==> src/rtl/snn_pkg.sv <==
// Shared widths, state encoding and saturating arithmetic for the SNN datapath.
package snn_pkg;

    localparam int unsigned Q_W   = 32;
    localparam int unsigned CNT_W = 16;

    typedef enum logic [2:0] {
        ST_IDLE,
        ST_READ,
        ST_WAIT,
        ST_CALC,
        ST_EMIT,
        ST_NEXT,
        ST_DONE
    } lif_state_e;

    // Signed add in 33 bits, clamped back into the Q16.16 range.
    function automatic logic signed [Q_W-1:0] sat_add33(
        input logic signed [Q_W-1:0] a,
        input logic signed [Q_W-1:0] b
    );
        logic signed [Q_W:0] s;
        s = {a[Q_W-1], a} + {b[Q_W-1], b};
        if (s[Q_W] != s[Q_W-1]) begin
            return s[Q_W] ? 32'sh8000_0000 : 32'sh7FFF_FFFF;
        end
        return s[Q_W-1:0];
    endfunction

endpackage

==> src/rtl/lif_update_comb.sv <==
// Leak, integrate, saturate and threshold for one neuron; purely combinational.
module lif_update_comb
    import snn_pkg::*;
#(
    parameter int unsigned LEAK_SHIFT = 4
) (
    input  logic signed [Q_W-1:0] v,
    input  logic signed [Q_W-1:0] i_post,
    input  logic signed [Q_W-1:0] thr,
    input  logic signed [Q_W-1:0] vr,
    output logic signed [Q_W-1:0] v_new,
    output logic                  spike
);

    logic signed [Q_W-1:0] leak;
    logic signed [Q_W-1:0] decayed;
    logic signed [Q_W-1:0] sum_sat;

    // V - V/2^k cannot overflow (same sign, smaller magnitude); only the add saturates.
    always_comb begin
        leak    = v >>> LEAK_SHIFT;
        decayed = v - leak;
        sum_sat = sat_add33(decayed, i_post);
        spike   = (sum_sat >= thr);
        v_new   = spike ? vr : sum_sat;
    end

endmodule

==> src/rtl/lif_neuron_sweep.sv <==
// Per-timestep LIF sweep: read I_post/V, update V, clear I_post, emit spikes.
module lif_neuron_sweep
    import snn_pkg::*;
#(
    parameter int unsigned N_NEURON   = 4096,
    parameter int unsigned ADDRW      = 12,
    parameter int unsigned LEAK_SHIFT = 4
) (
    input  logic              clk,
    input  logic              rst,
    input  logic              i_step,
    input  logic [Q_W-1:0]    i_thresh,
    input  logic [Q_W-1:0]    i_v_reset,
    output logic              o_busy,
    output logic              o_step_done,
    output logic [CNT_W-1:0]  o_spike_count,
    output logic [ADDRW-1:0]  o_i_addr,
    output logic              o_i_we,
    output logic [Q_W-1:0]    o_i_din,
    input  logic [Q_W-1:0]    i_i_dout,
    output logic [ADDRW-1:0]  o_v_addr,
    output logic              o_v_we,
    output logic [Q_W-1:0]    o_v_din,
    input  logic [Q_W-1:0]    i_v_dout,
    output logic              o_spike_valid,
    output logic [CNT_W-1:0]  o_spike_idx,
    input  logic              i_spike_ready
);

    lif_state_e       state, state_next;
    logic [ADDRW-1:0] n;
    logic [Q_W-1:0]   thr_q, vr_q;
    logic             spike_q;
    logic [CNT_W-1:0] step_cnt;
    logic             last;

    logic [Q_W-1:0]   v_new;
    logic             spike;

    logic             busy_d, v_we_d, i_we_d, valid_d, done_d;

    assign last        = (n == ADDRW'(N_NEURON - 1));
    assign o_i_addr    = n;
    assign o_v_addr    = n;
    assign o_spike_idx = CNT_W'(n);
    assign o_i_din     = '0;

    lif_update_comb #(.LEAK_SHIFT(LEAK_SHIFT)) u_update (
        .v      (i_v_dout),
        .i_post (i_i_dout),
        .thr    (thr_q),
        .vr     (vr_q),
        .v_new  (v_new),
        .spike  (spike)
    );

    // State register.
    always_ff @(posedge clk or posedge rst) begin
        if (rst) state <= ST_IDLE;
        else     state <= state_next;
    end

    // Next-state logic.
    always_comb begin
        state_next = state;
        case (state)
            ST_IDLE: if (i_step) state_next = ST_READ;
            ST_READ: state_next = ST_WAIT;
            ST_WAIT: state_next = ST_CALC;
            ST_CALC: state_next = spike_q ? ST_EMIT : ST_NEXT;
            ST_EMIT: if (i_spike_ready) state_next = ST_NEXT;
            ST_NEXT: state_next = last ? ST_DONE : ST_READ;
            ST_DONE: state_next = ST_IDLE;
            default: state_next = ST_IDLE;
        endcase
    end

    // Output decode from the upcoming state, so the output registers align with it.
    always_comb begin
        busy_d  = 1'b0;
        v_we_d  = 1'b0;
        i_we_d  = 1'b0;
        valid_d = 1'b0;
        done_d  = 1'b0;
        case (state_next)
            ST_READ, ST_WAIT, ST_NEXT: busy_d = 1'b1;
            ST_CALC: begin
                busy_d = 1'b1;
                v_we_d = 1'b1;
                i_we_d = 1'b1;
            end
            ST_EMIT: begin
                busy_d  = 1'b1;
                valid_d = 1'b1;
            end
            ST_DONE: done_d = 1'b1;
            default: ;
        endcase
    end

    // Sweep index, sampled parameters, spike decision and per-step spike counter.
    always_ff @(posedge clk or posedge rst) begin
        if (rst) begin
            n        <= '0;
            thr_q    <= '0;
            vr_q     <= '0;
            spike_q  <= 1'b0;
            step_cnt <= '0;
        end else begin
            if (state == ST_IDLE && i_step) begin
                n        <= '0;
                thr_q    <= i_thresh;
                vr_q     <= i_v_reset;
                step_cnt <= '0;
            end
            if (state == ST_WAIT) spike_q <= spike;
            if (state == ST_EMIT && i_spike_ready && step_cnt != {CNT_W{1'b1}})
                step_cnt <= step_cnt + CNT_W'(1);
            if (state == ST_NEXT && !last) n <= n + ADDRW'(1);
        end
    end

    // Output registers.
    always_ff @(posedge clk or posedge rst) begin
        if (rst) begin
            o_busy        <= 1'b0;
            o_step_done   <= 1'b0;
            o_spike_count <= '0;
            o_i_we        <= 1'b0;
            o_v_we        <= 1'b0;
            o_v_din       <= '0;
            o_spike_valid <= 1'b0;
        end else begin
            o_busy        <= busy_d;
            o_step_done   <= done_d;
            o_i_we        <= i_we_d;
            o_v_we        <= v_we_d;
            o_spike_valid <= valid_d;
            if (state == ST_WAIT) o_v_din <= v_new;
            if (done_d)           o_spike_count <= step_cnt;
        end
    end

endmodule
==> config.mk <==
export PLATFORM = sky130hd
export DESIGN_NAME = lif_neuron_sweep
export DESIGN_NICKNAME = d
export VERILOG_FILES = /design/src/rtl/snn_pkg.sv /design/src/rtl/lif_update_comb.sv /design/src/rtl/lif_neuron_sweep.sv
export SDC_FILE = /design/constraint.sdc
export NUM_CORES = 1
export LEC_CHECK = 0
export CAP_MARGIN = 20
export CORE_AREA = 2 2 201 203
export DETAILED_ROUTE_END_ITERATION = 12
export DIE_AREA = 0 0 203 205
export GPL_ROUTABILITY_DRIVEN = 0
export MAX_ROUTING_LAYER = met4
export PLACE_DENSITY_LB_ADDON = 0.1
export SLEW_MARGIN = 20
export SYNTH_ARGS = -nofsm -noshare
export SYNTH_HDL_FRONTEND = slang
export SYNTH_HIERARCHICAL = 1
export SYNTH_SLANG_ARGS = --single-unit
==> constraint.sdc <==
create_clock -name clk -period 10.24 [get_ports clk]
set_clock_uncertainty 0.05 [all_clocks]
set_input_delay 2.048 -clock clk [delete_from_list [all_inputs] [get_ports clk]]
set_output_delay 2.048 -clock clk [all_outputs]
set_load 0.05 [all_outputs]
==> metrics.md <==
| Metric | Value |
|---|---|
| Detailed Place HPWL | `approximately 28000 um` |
| First-pass GRT wire length | `between 50000 and 60000 um` |
| Internal Power | `~0.0023 W` |
| # Max-Cap Violations | `0` |
| Core Region | `39400 sq um` |
| Max-slew violations | `0` |
| Clk slew on worst S/H paths | `around 0.06 ns` |
| Final Worst Setup Slack | `roughly 0.48 ns` |
| Final Hold Viols | `0` |
| Vias per inst | `roughly 4.8` |
| Placed Instances | `a little over 2000` |
| Hold depth | `2` |
| Routed Antenna Nets | `0` |
| Die W | `approximately 200 um` |
| Sequential share of the synthesized area | `31.6%` |
| CTS Hold Bufs | `0` |
| Clk_lat worst skew | `about 0.43 ns` |
| Worst hold start | `vr_q[21]` |
| Max clock buf depth | `2` |
| Maximum VDD drop | `approximately 0.13 mV` |
| Least-Margin Pin Slew | `between 1 and 1.5 ns` |
| Largest net degree at the start of global routing | `slightly below 90` |
| CP dominant cell by count | `ha_1` |
| Final design instance area without fill | `approximately 15000 sq um` |
| DIE AREA | `between 40000 and 50000 sq um` |
| Tcrit/Tclk final | `a little over nine tenths` |
| Unique masters post-synth | `between 80 and 90` |
| Root buf cell | `clkbuf_16` |
| CTS tree | `yes` |
| Initial Utilization | `around 30%` |
| Peak Freq | `102 MHz` |
| Num CTS Buffers | `17` |
| DR vias | `9971` |
| Primary FF master, synth | `dfrtp_1` |
| Layout cells sized above 1 | `10.9%` |
| P per Cell Area | `283 nW/um^2` |
| Worst Setup Start Kind | `input port` |
| Final worst path period need | `a little under 10 ns` |
| Seq pwr share | `22.4%` |
| Initial DRC Count | `between 400 and 500` |
| Global route overflow | `0` |
| DR WL/cell | `~17 um` |
| Sw Ratio | `44.6%` |
| CP max-delay cell | `or4_4` |
| Synthesized area per cell | `8.60 sq um` |
| Post-synth ARST share | `100%` |
| Ys Warns | `6` |
| Worst R2R Path Depth | `11` |
| R2R Path Start | `thr_q[14]` |
| Slew HR | `about 28%` |
| Port Buffers | `between 200 and 250` |
| Ports | `approximately 260` |
| Initial antenna violation count | `1` |
| WHS Endpoint | `vr_q[21]` |
| DRC | `0` |
| Crit-path max cell delay | `approximately 0.54 ns` |
| Switching power | `about 0.0019 W` |
| Post-Syn Instances | `1361` |
| Placed Area | `around 14000 sq um` |
| Post-Syn Area | `11700 sq um` |
| R2r endpoint | `o_v_din[2]` |
| Flop-to-flop setup slack | `7.07 ns` |
| Commonest cells after routing, fill and taps aside | `nand2_1, clkdlybuf4s50_1, dfrtp_1` |
| Worst Hold Class | `register to register` |
| Required time of the critical path | `around 11 ns` |
| Commonest non-fill, non-tap cell in the layout | `nand2_1` |
| Vias in the first global route | `9979` |
| WS Path Type | `input port to register` |
| All-layer global routing usage | `17.4%` |
| Max FO, Critical Path | `18` |
| Unrepaired setup endpoints after global routing | `no` |
| Clock sink count | `roughly 150` |
| Row count | `73` |
| Comb power frac | `about three fifths` |
| Clk pwr share | `between 10% and 20%` |
| Leakage power | `roughly 7 nW` |
| Area grow syn2layout | `27.3%` |
| Chip height | `just over 200 um` |
| Worst setup EP type | `register` |
| Worst Path Arrival | `between 10 and 15 ns` |
| Status | `finished, final reports clean` |
| Final nets | `around 1800` |
| Cell Count, Final, Fillers Out | `approximately 2100` |
| EDFF count, synth | `0` |
| DR pass1 iterations | `5` |
| Total Wirelength | `35200 um` |
| Dpl ws | `-0.132 ns` |
| Seq cells post-synth | `around 150` |
| Final setup violating endpoints | `0` |
| H-tree levels | `4` |
## worst max-delay path by stage
stage                           start          end  depth (start not counted)
after floorplan           i_v_dout[0]  o_v_din[11]                         36
after global placement    i_v_dout[4]   o_v_din[2]                         34
after detailed placement  i_v_dout[4]   o_v_din[2]                         34
after CTS                 i_v_dout[4]   o_v_din[2]                         34
after global routing      i_v_dout[4]  o_v_din[16]                         35
final                     i_v_dout[4]   o_v_din[2]                         32
## registers in the layout, indices dropped and copies added (netlist names), 3 cells and up
register       cells
o_v_din           32
o_i_addr          12
o_spike_count     16
state              3
step_cnt          16
thr_q             32
vr_q              32
## routing by layer
metal | vias to the layer above | share of wire, % | track usage [%]
met5 | - | 0 | -
met4 | 0 | 1.2 | 3.83
met3 | 25 | 3.3 | 2.34
met2 | 202 | 49 | 29.4
met1 | 4703 | 46 | 22.2
li1 | 5041 | - | -
## layout make-up
type	instances	area (sq um)
fill	4035	24500
multi-input combinational	1046	7100
sequential	148	3700
timing repair buffer	250	2450
tap	525	657
clock buffer	20	447
inverter	94	358
clock inverter	12	178
antenna	1	2.50
## synth_stat cells, drive strengths merged, types with 4 or more instances
library cell  number  area, sq um
buf               76          587
o21bai             8         60.1
xor2              19          166
mux2              77          893
nor2              45          169
o31ai              8         73.8
o21a              11         83.8
a31oi              6         37.5
o211ai            13          103
o22ai             11         68.8
or2                4         25.0
a21oi             75          398
nand3             34          185
nor3              16         80.1
and4               9         78.8
nor2b             10         62.6
clkbuf            32          120
xnor2             38          333
nand2b            10         62.6
nand4             18          113
and3              12         75.1
a221oi             5         56.3
and2               8         52.6
nor3b              4         30.0
or3                4         25.0
nor4               6         52.6
nand3b             4         30.0
mux2i              8         80.1
dfrtp            148         3700
nand2            266          998
o21ai             80          400
inv               94          353
ha               100         1250
a21boi             5         37.5
a211oi            18          153
a21o              42          327
## through the flow
stage	TNS, ns	hold WS, ns	utilization, %	power [W]
after floorplan	0	0.390	-	0.00283
after global placement	-1.76	0.406	36.2	0.00354
after detailed placement	-3.31	0.409	36.2	0.00358
after CTS	0	0.424	37.8	0.00428
after global routing	0	0.436	37.9	0.00455
final	0	0.422	37.9	0.00422
## power groups by stage
stage	Sequential (W)	Clock [W]	Combinational, W
floorplan	0.00116	0	0.00167
global placement	0.000957	0	0.00259
detailed placement	0.000958	0	0.00262
CTS	0.000952	0.000696	0.00263
global route	0.000974	0.000718	0.00286
finish	0.000946	0.000677	0.00260
## critical path, delay by kind of cell
family	cells	cell delay, ns
adders and majority gates	5	1.52
AOI/OAI and AO/OA	13	3.15
muxes	3	0.71
buffers and inverters	5	1.01
and+or+nand+nor	6	1.55
## cell families after synthesis
kind of cell    count (synthesis)  synth area share [%]
simple gates                  459                  18.1
other cells                     1                0.0320
buf+inv                       202                  9.05
fa+ha+maj                     102                  11.0
xor+xnor                       57                  4.26
flops                         148                  31.6
mux                            85                  8.31
compound gates                307                  17.6
## what timing repair did
action / in CTS / in global routing
buffers inserted: 0 / 1
setup endpoints to repair: 0 / 30
gates resized for setup: 0 / 5
No activity file was read; power rests on OpenSTA's default activity.
